**config.mk**
```make
export PLATFORM = sky130hd
export DESIGN_NAME = para_ustu_ctrl
export DESIGN_NICKNAME = d
export VERILOG_FILES = /design/src/rtl/para_ustu_ctrl.sv
export SDC_FILE = /design/constraint.sdc
export NUM_CORES = 1
export LEC_CHECK = 0
export CAP_MARGIN = 10
export CORE_MARGIN = 5
export CORE_UTILIZATION = 35
export CTS_BUF_LIST = sky130_fd_sc_hd__clkbuf_4
export CTS_CLUSTER_DIAMETER = 40
export CTS_CLUSTER_SIZE = 24
export DETAILED_ROUTE_END_ITERATION = 6
export GPL_ROUTABILITY_DRIVEN = 1
export GPL_TIMING_DRIVEN = 0
export MAX_ROUTING_LAYER = met4
export SLEW_MARGIN = 20
export SYNTH_ARGS = -nofsm -noshare
export SYNTH_HDL_FRONTEND = slang
export SYNTH_SLANG_ARGS = --single-unit
```
**constraint.sdc**
```tcl
create_clock -name clk -period 7.69 [get_ports clk]
set_input_delay 1.1535 -clock clk [delete_from_list [all_inputs] [get_ports clk]]
set_output_delay 1.1535 -clock clk [all_outputs]
set_load 0.02 [all_outputs]
```
**src/rtl/para_ustu_ctrl.sv**
```systemverilog
// Change-return controller for a two-hopper (10-unit / 5-unit) coin dispenser.
// A request is judged feasible once, then coins are ejected one at a time under a hop_ack handshake.
module para_ustu_ctrl #(
    parameter int unsigned INIT_CNT = 8,
    parameter int unsigned TIMEOUT  = 200
) (
    input  logic       clk,
    input  logic       rst,
    input  logic       start,
    input  logic [5:0] amount,
    input  logic       hop_ack,
    input  logic       refill10,
    input  logic       refill5,
    output logic       hop10_go,
    output logic       hop5_go,
    output logic       busy,
    output logic       done,
    output logic       err,
    output logic [3:0] cnt10,
    output logic [3:0] cnt5
);

    localparam logic [3:0] INIT_VAL = 4'(INIT_CNT);
    localparam logic [7:0] TMO_LAST = 8'(TIMEOUT - 1);

    typedef enum logic [2:0] {
        S_IDLE   = 3'd0,
        S_CHECK  = 3'd1,
        S_DISP10 = 3'd2,
        S_DISP5  = 3'd3,
        S_GAP    = 3'd4,
        S_DONE   = 3'd5,
        S_ERR    = 3'd6
    } state_t;

    state_t     state_r;
    state_t     state_nx;
    state_t     next_coin_s;
    logic [5:0] rem_r;
    logic [5:0] rem_nx;
    logic [7:0] timer_r;
    logic [7:0] timer_nx;
    logic [3:0] cnt10_r;
    logic [3:0] cnt10_nx;
    logic [3:0] cnt5_r;
    logic [3:0] cnt5_nx;
    logic       dec10_s;
    logic       dec5_s;
    logic       go10_r;
    logic       go5_r;
    logic       busy_r;
    logic       done_r;
    logic       err_r;

    function automatic logic [2:0] tens_of(input logic [5:0] v);
        logic [2:0] q;
        if (v >= 6'd60)      q = 3'd6;
        else if (v >= 6'd50) q = 3'd5;
        else if (v >= 6'd40) q = 3'd4;
        else if (v >= 6'd30) q = 3'd3;
        else if (v >= 6'd20) q = 3'd2;
        else if (v >= 6'd10) q = 3'd1;
        else                 q = 3'd0;
        return q;
    endfunction

    function automatic logic is_mult5(input logic [5:0] v);
        return ((v % 6'd5) == 6'd0);
    endfunction

    // Greedy use of 10s limited by stock; the remainder must fit in the 5-unit stock.
    function automatic logic feasible(input logic [5:0] v, input logic [3:0] c10,
                                      input logic [3:0] c5);
        logic [2:0] n10;
        logic [7:0] left;
        logic [7:0] cap;
        n10  = tens_of(v);
        n10  = ({1'b0, n10} > c10) ? c10[2:0] : n10;
        left = {2'b00, v} - (8'(n10) * 8'd10);
        cap  = {2'b00, c5, 2'b00} + {4'b0000, c5};
        return (left <= cap);
    endfunction

    function automatic logic [3:0] cnt_update(input logic [3:0] c, input logic inc,
                                              input logic dec);
        logic [3:0] r;
        if (inc && !dec)      r = (c == 4'd15) ? 4'd15 : c + 4'd1;
        else if (dec && !inc) r = (c == 4'd0) ? 4'd0 : c - 4'd1;
        else                  r = c;
        return r;
    endfunction

    // Choice of the next coin (or completion) from the remaining amount and 10-unit stock.
    always_comb begin
        next_coin_s = S_DISP5;
        if (rem_r == 6'd0) begin
            next_coin_s = S_DONE;
        end else if ((rem_r >= 6'd10) && (cnt10_r != 4'd0)) begin
            next_coin_s = S_DISP10;
        end else begin
            next_coin_s = S_DISP5;
        end
    end

    // Next-state, remaining-amount, per-coin timer and decrement strobes.
    always_comb begin
        state_nx = state_r;
        rem_nx   = rem_r;
        timer_nx = timer_r;
        dec10_s  = 1'b0;
        dec5_s   = 1'b0;
        case (state_r)
            S_IDLE: begin
                if (start) begin
                    rem_nx   = amount;
                    state_nx = S_CHECK;
                end else begin
                    state_nx = S_IDLE;
                end
            end
            S_CHECK: begin
                if (!is_mult5(rem_r) || (rem_r > 6'd55) || !feasible(rem_r, cnt10_r, cnt5_r)) begin
                    state_nx = S_ERR;
                    rem_nx   = 6'd0;
                end else begin
                    state_nx = next_coin_s;
                    timer_nx = 8'd0;
                end
            end
            S_DISP10, S_DISP5: begin
                if (hop_ack) begin
                    state_nx = S_GAP;
                    if (state_r == S_DISP10) begin
                        rem_nx  = rem_r - 6'd10;
                        dec10_s = 1'b1;
                    end else begin
                        rem_nx = rem_r - 6'd5;
                        dec5_s = 1'b1;
                    end
                end else if (timer_r >= TMO_LAST) begin
                    state_nx = S_ERR;
                    rem_nx   = 6'd0;
                end else begin
                    timer_nx = timer_r + 8'd1;
                end
            end
            S_GAP: begin
                state_nx = next_coin_s;
                timer_nx = 8'd0;
            end
            S_DONE, S_ERR: begin
                state_nx = S_IDLE;
                rem_nx   = 6'd0;
                timer_nx = 8'd0;
            end
            default: begin
                state_nx = S_IDLE;
                rem_nx   = 6'd0;
                timer_nx = 8'd0;
            end
        endcase
    end

    // Inventory next values: refill and eject in the same cycle cancel out.
    always_comb begin
        cnt10_nx = cnt_update(cnt10_r, refill10, dec10_s);
        cnt5_nx  = cnt_update(cnt5_r, refill5, dec5_s);
    end

    // Controller state, amount and timer registers.
    always_ff @(posedge clk or negedge rst) begin
        if (!rst) begin
            state_r <= S_IDLE;
            rem_r   <= 6'd0;
            timer_r <= 8'd0;
        end else begin
            state_r <= state_nx;
            rem_r   <= rem_nx;
            timer_r <= timer_nx;
        end
    end

    // Hopper inventory registers.
    always_ff @(posedge clk or negedge rst) begin
        if (!rst) begin
            cnt10_r <= INIT_VAL;
            cnt5_r  <= INIT_VAL;
        end else begin
            cnt10_r <= cnt10_nx;
            cnt5_r  <= cnt5_nx;
        end
    end

    // Outputs are registered decodes of the state being entered, so they align with it.
    always_ff @(posedge clk or negedge rst) begin
        if (!rst) begin
            go10_r <= 1'b0;
            go5_r  <= 1'b0;
            busy_r <= 1'b0;
            done_r <= 1'b0;
            err_r  <= 1'b0;
        end else begin
            go10_r <= (state_nx == S_DISP10);
            go5_r  <= (state_nx == S_DISP5);
            busy_r <= (state_nx != S_IDLE);
            done_r <= (state_nx == S_DONE);
            err_r  <= (state_nx == S_ERR);
        end
    end

    assign hop10_go = go10_r;
    assign hop5_go  = go5_r;
    assign busy     = busy_r;
    assign done     = done_r;
    assign err      = err_r;
    assign cnt10    = cnt10_r;
    assign cnt5     = cnt5_r;

endmodule

```
==> impl_metrics.json, run 1 <==
{
  "status": "finished clean",
  "syn_inst": 415,
  "cts.clk_slew.worst_paths_ns": 0.11,
  "hold_buffers": 0,
  "grt_start_max_net_pins": 20,
  "cts_buffer_depth": 2,
  "synth-main-ff-cell": "dfrtp_1",
  "tightestPinTransition_ns": 0.753,
  "syn_to_final_growth_pct": 14.6,
  "worstPathArrival_ns": 7.32,
  "hold_path_class": "reg2reg",
  "grt_pass1_wl_um": 14200,
  "max-slew-margin-rel_pct": 49.4,
  "routed_wl_um": 8540,
  "fmax_ghz": 0.141,
  "firstDrtPassIters": 5,
  "worstPathRequired_ns": 7.91,
  "die_area_mm2": 0.0116,
  "slew_violations": 0,
  "synthMuxAreaShare_pct": 3.98,
  "yosys.area_share.simple_pct": 21.2,
  "rsz0062_at_grt": "false",
  "ys_async_sr_fraction_pct": 100,
  "place.port_buffers": 24,
  "end_kind": "flop",
  "drc": 0,
  "synth_edf_count": 0,
  "synth-xor-area-share_pct": 3.41,
  "ios": 25,
  "antenna_found_initial": 0,
  "antenna_cells": 0,
  "htree_levels": 2,
  "ys_seq_area_share_pct": 22.6,
  "cts_resized": 0,
  "drive_gt1_share_pct": 6.92,
  "start_util_pct": 35.9,
  "post-route-min-period_ns": 7.11,
  "viasPerCell": 5.54,
  "yosys_warnings": 0,
  "grt_pass1_vias": 2980,
  "cts_made_buffers": 5,
  "place.gp.congestion": 0.904,
  "overflow": 0,
  "first_iter_violations": 226,
  "ys_types": 70,
  "fillers": 981,
  "startpoint_type": "flop",
  "coreArea_mm2": 0.00928,
  "synth_top_family_by_area": "compound AO/OA/AOI/OAI gates",
  "totalNegativeSetupSlack_ns": 0,
  "avgSynthCellArea_um2": 8.04,
  "synth_seq_cells": 30,
  "setup_violations": 0,
  "route.vias.total": 3196,
  "cap_violations": 0,
  "hold_viol_final": 0,
  "ant_nets": 0,
  "die_h_um": 108,
  "finalCritPeriodShare_pct": 92.4,
  "fp-row-count": 35,
  "postCtsSetupBuffers": 0,
  "routedWlPerCell_um": 14.8,
  "syn-cell-area_mm2": 0.00334,
  "synth_compound_area_share_pct": 26.7,
  "synth_nets": 467,
  "dieWidth_um": 108,
  "grt_use_total_pct": 15.4,
  "path_class": "reg2reg",
  "detailed_place_hpwl_um": 6770,
  "cts_root_buffer": "clkbuf_4",
  "yosys.area_share.adder_pct": 15.8,
  "cp_max_fo": 10,
  "clock_latency_ns": 0.34,
  "fin_nets": 499,
  "clock-sinks": 30,
  "cts_tree": "built",
  "fin_worst_skew_ns": 0.00572
}
==> final cells by class <==
type / count / area [µm²] / area share, %
timing repair buffer: 25 / 263 / 6.88
clock buffer: 5 / 37.5 / 0.982
sequential: 30 / 753 / 19.7
buffer: 21 / 85.1 / 2.23
tap: 129 / 161 / 4.22
inverter: 35 / 131 / 3.44
clock inverter: 3 / 16.3 / 0.426
multi-input combinational: 329 / 2370 / 62.1
==> worst max-delay path, stage by stage, from the launching register on <==
cell	delay (ns)
dfrtp_1	0.61
clkbuf_2	0.30
inv_1	0.17
ha_1	0.21
a211oi_1	0.27
nand2b_1	0.21
nor3_1	0.06
a211oi_1	0.32
ha_1	0.31
a311oi_2	0.34
mux2_2	0.40
ha_1	0.19
ha_1	0.18
ha_1	0.28
inv_1	0.04
ha_1	0.29
a21boi_0	0.26
a21oi_1	0.08
ha_1	0.22
a2111oi_0	0.47
o221ai_1	0.29
or3_1	0.36
o32ai_1	0.40
nand3_1	0.20
a221oi_4	0.39
nand3_1	0.12
==> Yosys cell counts (all sizes together) (2+ instances only) <==
cell	n	share of area, %
nor4b	3	0.79
nor2b	5	0.94
nor3	18	2.9
a2111oi	3	0.79
o21ai	19	2.9
or3	4	0.75
ha	38	14
or4	2	0.45
nand2	27	3.0
xor2	6	1.6
o211ai	2	0.45
o22ai	4	0.75
nand4b	2	0.53
a31o	2	0.53
nand3	14	2.1
xnor2	7	1.8
o31ai	5	1.1
a311oi	4	1.2
o21a	5	1.2
mux2	2	0.68
mux2i	11	3.3
fa	2	1.2
a31oi	9	1.7
dfstp	2	1.6
buf	4	0.60
nor2	35	3.9
nand4	4	0.75
nand2b	10	1.9
a221oi	3	1.5
a22oi	4	0.90
o32ai	3	0.79
a211oi	6	1.7
o22a	2	0.53
inv	34	3.8
nand3b	2	0.45
nor4	4	0.94
clkbuf	17	1.9
a21o	13	2.9
a21oi	25	3.9
and3	3	0.56
and2	4	0.75
dfrtp	28	21
==> logic make-up after synthesis <==
logic type      Yosys count
xor+xnor                 13
buf+inv                  56
flops                    30
compound gates          123
simple gates            139
mux                      13
fa+ha+maj                41
==> per-stage QoR <==
| step | hold slack [ns] | instances | setup slack [ns] | utilization [%] | area, µm² |
|---|---|---|---|---|---|
| after floorplan | 0.464 | 415 | 1.50 | - | 3340 |
| after global placement | 0.489 | 568 | 0.337 | 40.3 | 3740 |
| after detailed placement | 0.494 | 569 | 0.244 | 40.5 | 3760 |
| after CTS | 0.522 | 577 | 0.211 | 41.1 | 3810 |
| after global routing | 0.602 | 577 | 0.00789 | 41.2 | 3820 |
| final | 0.515 | 577 | 0.584 | 41.2 | 3820 |
==> layout by cell type, fill, tap and decap left out, types with 6 or more instances in the layout <==
master,Yosys,final
a21o_1,13,13
a21oi_1,24,24
a31oi_1,9,9
clkbuf_1,17,16
clkdlybuf4s50_1,0,23
dfrtp_1,28,28
ha_1,38,38
inv_1,33,33
mux2i_1,11,11
nand2_1,27,27
nand2b_1,10,10
nand3_1,14,14
nor2_1,35,35
nor3_1,17,17
o21ai_0,18,18
xnor2_1,7,7
xor2_1,6,6
==> final timing paths <==
path / start / cells past startpoint / to / slack (ns)
worst max-delay path: rem_r[2]$_DFFE_PN0P_ / 25 / busy$_DFF_PN0_ / 0.58
worst min-delay path: timer_r[7]$_DFFE_PN0P_ / 2 / timer_r[7]$_DFFE_PN0P_ / 0.52
worst max register to register: rem_r[2]$_DFFE_PN0P_ / 25 / busy$_DFF_PN0_ / 0.58
worst min register to register: timer_r[7]$_DFFE_PN0P_ / 2 / timer_r[7]$_DFFE_PN0P_ / 0.52
max in group asynchronous: rst / 2 / cnt10[3]$_DFFE_PN1P_ / 6.48
min in group asynchronous: rst / 1 / rem_r[1]$_DFFE_PN0P_ / 0.72
==> routing by layer <==
| metal | track usage, % | wire (µm) |
|---|---|---|
| met1 | 19.9 | 3990 |
| met2 | 26.0 | 4160 |
| met3 | 2.88 | 355 |
| met4 | 1.89 | 32 |
| met5 | - | 0 |
==> registers in the layout, summed over array words and instances (netlist names) <==
name,count
hop5_go,1
timer_r,8
done,1
rem_r,6
busy,1
cnt10,4
hop10_go,1
err,1
state_r,3
cnt5,4
Power of run 1 is not shown: default switching activity piles up to over one toggle a cycle in this logic, so the estimate is an artifact.
==> run 2, diff against run 1 <==
==> constraint.sdc (replaced) <==
create_clock -name clk -period 7.45 [get_ports clk]
set_input_delay 1.1175 -clock clk [delete_from_list [all_inputs] [get_ports clk]]
set_output_delay 1.1175 -clock clk [all_outputs]
set_load 0.02 [all_outputs]
==> run 2 against run 1 <==
Compared with the run above:
- routed wire length rose by 1.1%
- via count rose by 0.34%
- final cell count did not move
- worst setup slack got worse by 0.13 ns
- critical path type unchanged
- highest routed layer unchanged
==> impl_metrics.json, run 2 (synthesized netlist as in run 1, its figures left out) <==
{
  "place.gp.congestion": 0.904,
  "worstPathRequired_ns": 7.67,
  "r2r_slack_ns": 0.45,
  "route.vias.total": 3207,
  "syn_to_final_growth_pct": 14.6,
  "fillers": 983,
  "place.port_buffers": 24,
  "tightestPinTransition_ns": 0.746,
  "regMostFlops": "timer_r",
  "cts.clk_slew.worst_paths_ns": 0.11,
  "overflow": 0,
  "antenna_cells": 0,
  "fin_worst_skew_ns": 0.00576,
  "largest_reg_flops": 8,
  "first_iter_violations": 271,
  "htree_levels": 2,
  "mostFrequentLayoutCells": "ha_1, nor2_1, inv_1",
  "firstDrtPassIters": 5,
  "drc": 0,
  "grt_pass1_wl_um": 14300,
  "clock_latency_ns": 0.34,
  "layout_commonest_cell": "ha_1",
  "clock-sinks": 30,
  "fp-row-count": 35,
  "cts_made_buffers": 5,
  "detailed_place_hpwl_um": 6770,
  "finalCritPeriodShare_pct": 94.0,
  "slew_violations": 0,
  "postCtsSetupBuffers": 0,
  "die_area_mm2": 0.0116,
  "grt_start_max_net_pins": 20,
  "path_class": "reg2reg",
  "crit_end": "busy$_DFF_PN0_",
  "end_kind": "flop",
  "routedWlPerCell_um": 15.0,
  "max-slew-margin-rel_pct": 49.9,
  "drive_gt1_share_pct": 7.14,
  "start_util_pct": 35.9,
  "post-route-min-period_ns": 7.00,
  "setup_violations": 0,
  "setup_slack_ns": 0.451,
  "grt_use_total_pct": 15.4,
  "cap_violations": 0,
  "cts_tree": "built",
  "post-place-ws_ns": 0.00385,
  "worstPathArrival_ns": 7.22,
  "hold_viol_final": 0,
  "cts_root_buffer": "clkbuf_4",
  "ios": 25,
  "cp_max_fo": 10,
  "cts_buffer_depth": 2,
  "die_h_um": 108,
  "fin_nets": 499,
  "cp-startpoint": "rem_r[2]$_DFFE_PN0P_",
  "ant_nets": 0,
  "grt_pass1_vias": 2980,
  "reg_top3": "timer_r: 8 flops, rem_r: 6 flops",
  "hold_path_class": "reg2reg",
  "rr_worst_depth": 25,
  "routed_wl_um": 8630,
  "dieWidth_um": 108,
  "coreArea_mm2": 0.00928,
  "reg2reg_from": "rem_r[2]$_DFFE_PN0P_",
  "fmax_ghz": 0.143,
  "startpoint_type": "flop",
  "antenna_found_initial": 0,
  "viasPerCell": 5.56,
  "status": "finished clean",
  "crit-reg2reg-capture": "busy$_DFF_PN0_"
}
-- run 2: cell count changes in the layout (fill, tap and decap cells not counted) --
cell and delta:
dfrtp_1 -1, a2111oi_1 +1, a2111oi_0 -1, dfrtp_2 +1
-- run 2: final cells by class --
cell class,instances,area (µm²),share of cell area (%)
Clock buffer,5,37.5,0.982
Clock inverter,3,16.3,0.425
Inverter,35,131,3.44
Buffer,21,85.1,2.23
Multi-Input combinational cell,329,2370,62.1
Sequential cell,30,754,19.7
Tap cell,129,161,4.22
Timing Repair Buffer,25,263,6.87
-- run 2: metrics by stage --
step / cell area [µm²] / setup TNS (ns) / hold WS, ns / cells / utilization [%]
floorplan: 3340 / 0 / 0.464 / 415 / -
global placement: 3740 / 0 / 0.489 / 568 / 40.3
detailed placement: 3760 / 0 / 0.494 / 569 / 40.5
CTS: 3820 / 0 / 0.522 / 577 / 41.1
global route: 3820 / -0.171 / 0.602 / 577 / 41.2
finish: 3820 / 0 / 0.515 / 577 / 41.2
-- run 2: how the worst min path moves through the flow --
| stage | start | to | slack, ns | cells after the start |
|---|---|---|---|---|
| after floorplan | timer_r[7]$_DFFE_PN0P_ | timer_r[7]$_DFFE_PN0P_ | 0.46 | 2 |
| after global placement | timer_r[7]$_DFFE_PN0P_ | timer_r[7]$_DFFE_PN0P_ | 0.49 | 2 |
| after detailed placement | timer_r[7]$_DFFE_PN0P_ | timer_r[7]$_DFFE_PN0P_ | 0.49 | 2 |
| after CTS | timer_r[7]$_DFFE_PN0P_ | timer_r[7]$_DFFE_PN0P_ | 0.52 | 2 |
| after global routing | cnt10[3]$_DFFE_PN1P_ | cnt10[3]$_DFFE_PN1P_ | 0.60 | 1 |
| final | timer_r[7]$_DFFE_PN0P_ | timer_r[7]$_DFFE_PN0P_ | 0.52 | 2 |
-- run 2: repair_timing --
action                     in CTS  in global routing
setup endpoints to repair       1                 22
pin swaps                       0                  0
gates resized for setup         1                  4
hold buffers                    0                  0
-- run 2: critical path: stages (launching register included) --
cell and delay [ns]:
dfrtp_2 0.51, clkbuf_2 0.27, inv_1 0.16, ha_1 0.21, a211oi_1 0.27, nand2b_1 0.20
nor3_1 0.06, a211oi_1 0.31, ha_1 0.30, a311oi_2 0.34, mux2_2 0.40, ha_1 0.19
ha_1 0.18, ha_1 0.28, inv_1 0.04, ha_1 0.29, a21boi_0 0.26, a21oi_1 0.09
ha_1 0.23, a2111oi_1 0.48, o221ai_1 0.29, or3_1 0.36, o32ai_1 0.40, nand3_1 0.20
a221oi_4 0.39, nand3_1 0.12
-- run 2: routing by layer --
layer,up-vias,share of wire [%],GRT usage [%]
met2,63,49,26.0
li1,1593,-,-
met5,-,0,-
met1,1540,47,20.0
met4,0,0.71,1.89
met3,11,3.6,2.88
Power of run 2 is left out for the same reason.
==> run 3, diff against run 2 <==
--- a/config.mk
+++ b/config.mk
@@ -6,6 +6,7 @@
 export NUM_CORES = 1
 export LEC_CHECK = 0
 export CAP_MARGIN = 10
+export CORE_ASPECT_RATIO = 1.25
 export CORE_MARGIN = 5
 export CORE_UTILIZATION = 35
 export CTS_BUF_LIST = sky130_fd_sc_hd__clkbuf_4
@@ -15,6 +16,7 @@
 export GPL_ROUTABILITY_DRIVEN = 1
 export GPL_TIMING_DRIVEN = 0
 export MAX_ROUTING_LAYER = met4
+export SETUP_SLACK_MARGIN = 0.1
 export SLEW_MARGIN = 20
 export SYNTH_ARGS = -nofsm -noshare
 export SYNTH_HDL_FRONTEND = slang
==> run 3 against run 2 <==
Compared with the run above:
- die area rose by 0.11%
- maximum frequency increased by 1.7%
- first-iteration DRC count shrank 37%
- clock skew is 0.0085 ns higher
- largest cell class unchanged
==> impl_metrics.json, run 3 (synthesized netlist as in run 1, its figures left out) <==
{
  "status": "finished clean",
  "path_common_cell": "ha_1",
  "cp_num_buf_inv": 3,
  "grt_pass1_wl_um": 14100,
  "mostFrequentLayoutCells": "ha_1, nor2_1, inv_1",
  "path_class": "reg2reg",
  "critical_path.max_stage_delay_ns": 0.51,
  "syn_to_final_growth_pct": 13.5,
  "post-route-min-period_ns": 6.88,
  "max-slew-margin-rel_pct": 52.0,
  "hold_path_class": "reg2reg",
  "ios": 25,
  "worstPathRequired_ns": 7.71,
  "cp_max_fo": 10,
  "rsz0062_at_grt": "false",
  "fin_worst_skew_ns": 0.0142,
  "hold_viol_final": 0,
  "die_area_mm2": 0.0116,
  "path_delay_family": "compound AO/OA/AOI/OAI gates",
  "finalCritPeriodShare_pct": 92.4,
  "grt_pass1_vias": 3074,
  "dieWidth_um": 97.3,
  "clock-sinks": 30,
  "coreArea_mm2": 0.00922,
  "detailed_place_hpwl_um": 6420,
  "grt_use_total_pct": 14.6,
  "htree_levels": 2,
  "regMostFlops": "timer_r",
  "fin_hold_ws_ns": 0.518,
  "first_iter_violations": 170,
  "postPlaceCellArea_mm2": 0.00372,
  "fp-row-count": 39,
  "end_kind": "flop",
  "start_util_pct": 36.2,
  "fmax_ghz": 0.145,
  "slew_violations": 0,
  "drive_gt1_share_pct": 6.94,
  "antenna_found_initial": 0,
  "cts_made_buffers": 5,
  "design_area_mm2": 0.00379,
  "grt_start_max_net_pins": 31,
  "worstPathArrival_ns": 7.14,
  "place.gp.congestion": 0.912,
  "fin_nets": 498,
  "place.port_buffers": 24,
  "firstDrtPassIters": 4,
  "cpMaxStageDelayCell": "dfrtp_2",
  "overflow": 0,
  "tightestPinTransition_ns": 0.714,
  "antenna_cells": 0,
  "setup_violations": 0,
  "totalNegativeSetupSlack_ns": 0,
  "ant_nets": 0,
  "cts_tree": "built",
  "largest_reg_flops": 8,
  "routedWlPerCell_um": 14.5,
  "route.vias.total": 3141,
  "cts.clk_slew.worst_paths_ns": 0.11,
  "routed_wl_um": 8290,
  "cts_root_buffer": "clkbuf_4",
  "viasPerCell": 5.51,
  "fillers": 924,
  "cap_violations": 0,
  "die_h_um": 119,
  "postCtsSetupBuffers": 0,
  "reg_top3": "timer_r: 8 flops, rem_r: 6 flops",
  "layout_commonest_cell": "ha_1",
  "startpoint_type": "flop",
  "clock_latency_ns": 0.34,
  "cts_buffer_depth": 2,
  "drc": 0
}
-- run 3: cell types whose count changed in the layout (fill, tap and decap cells not counted) --
cell	delta
a2111oi_0	+1
a2111oi_1	-1
buf_16	-1
clkbuf_4	+1
clkinvlp_4	-1
-- run 3: worst register-to-register path: cells and delay by family, from the launching register on --
kind | cells | cell delay (ns)
flip-flops | 1 | 0.51
buffers and inverters | 3 | 0.49
multiplexers | 2 | 0.64
adder cells (fa/ha/maj) | 7 | 1.80
AND/OR/NAND/NOR | 4 | 0.90
AO/OA/AOI/OAI | 10 | 2.48
-- run 3: final timing paths --
kind | start | to | slack [ns] | cells past startpoint
setup / recovery | rem_r[2]$_DFFE_PN0P_ | rem_r[2]$_DFFE_PN0P_ | 0.57 | 26
hold / removal | timer_r[7]$_DFFE_PN0P_ | timer_r[7]$_DFFE_PN0P_ | 0.52 | 2
setup reg to reg | rem_r[2]$_DFFE_PN0P_ | rem_r[2]$_DFFE_PN0P_ | 0.57 | 26
hold reg to reg | timer_r[7]$_DFFE_PN0P_ | timer_r[7]$_DFFE_PN0P_ | 0.52 | 2
max in group asynchronous | rst | rem_r[2]$_DFFE_PN0P_ | 6.17 | 1
min in group asynchronous | rst | err$_DFF_PN0_ | 0.81 | 1
-- run 3: per-layer routing --
metal / wire length (µm) / share of wire, % / vias to the layer above / global-route usage (%)
met3: 296 / 3.6 / 9 / 2.11
met1: 3830 / 46 / 1477 / 17.9
met4: 72 / 0.87 / 0 / 2.77
met5: 0 / 0 / - / -
met2: 4100 / 49 / 63 / 25.7
li1: - / - / 1592 / -
-- run 3: stage by stage --
| step | instances | setup slack, ns | util (%) |
|---|---|---|---|
| after global routing | 570 | 0.0873 | 41.1 |
| after CTS | 570 | 0.117 | 41.0 |
| after global placement | 562 | 0.186 | 40.4 |
| after detailed placement | 562 | 0.148 | 40.4 |
| final | 570 | 0.568 | 41.1 |
| after floorplan | 415 | 1.26 | - |
-- run 3: layout make-up --
type	instances	area, µm²	share of cell area, %
multi-input combinational	329	2370	62.7
sequential	30	754	19.9
timing repair buffer	24	235	6.21
tap	123	154	4.06
inverter	35	131	3.47
buffer	21	85.1	2.25
clock buffer	6	45.0	1.19
clock inverter	2	8.76	0.231
-- run 3: what timing repair did --
item / 4_1_cts / 5_1_grt
endpoints found under the hold margin: 0 / 0
gates resized for setup: 0 / 4
hold buffers: 0 / 0
setup endpoints to repair: 0 / 22
Power of run 3 is left out for the same reason.
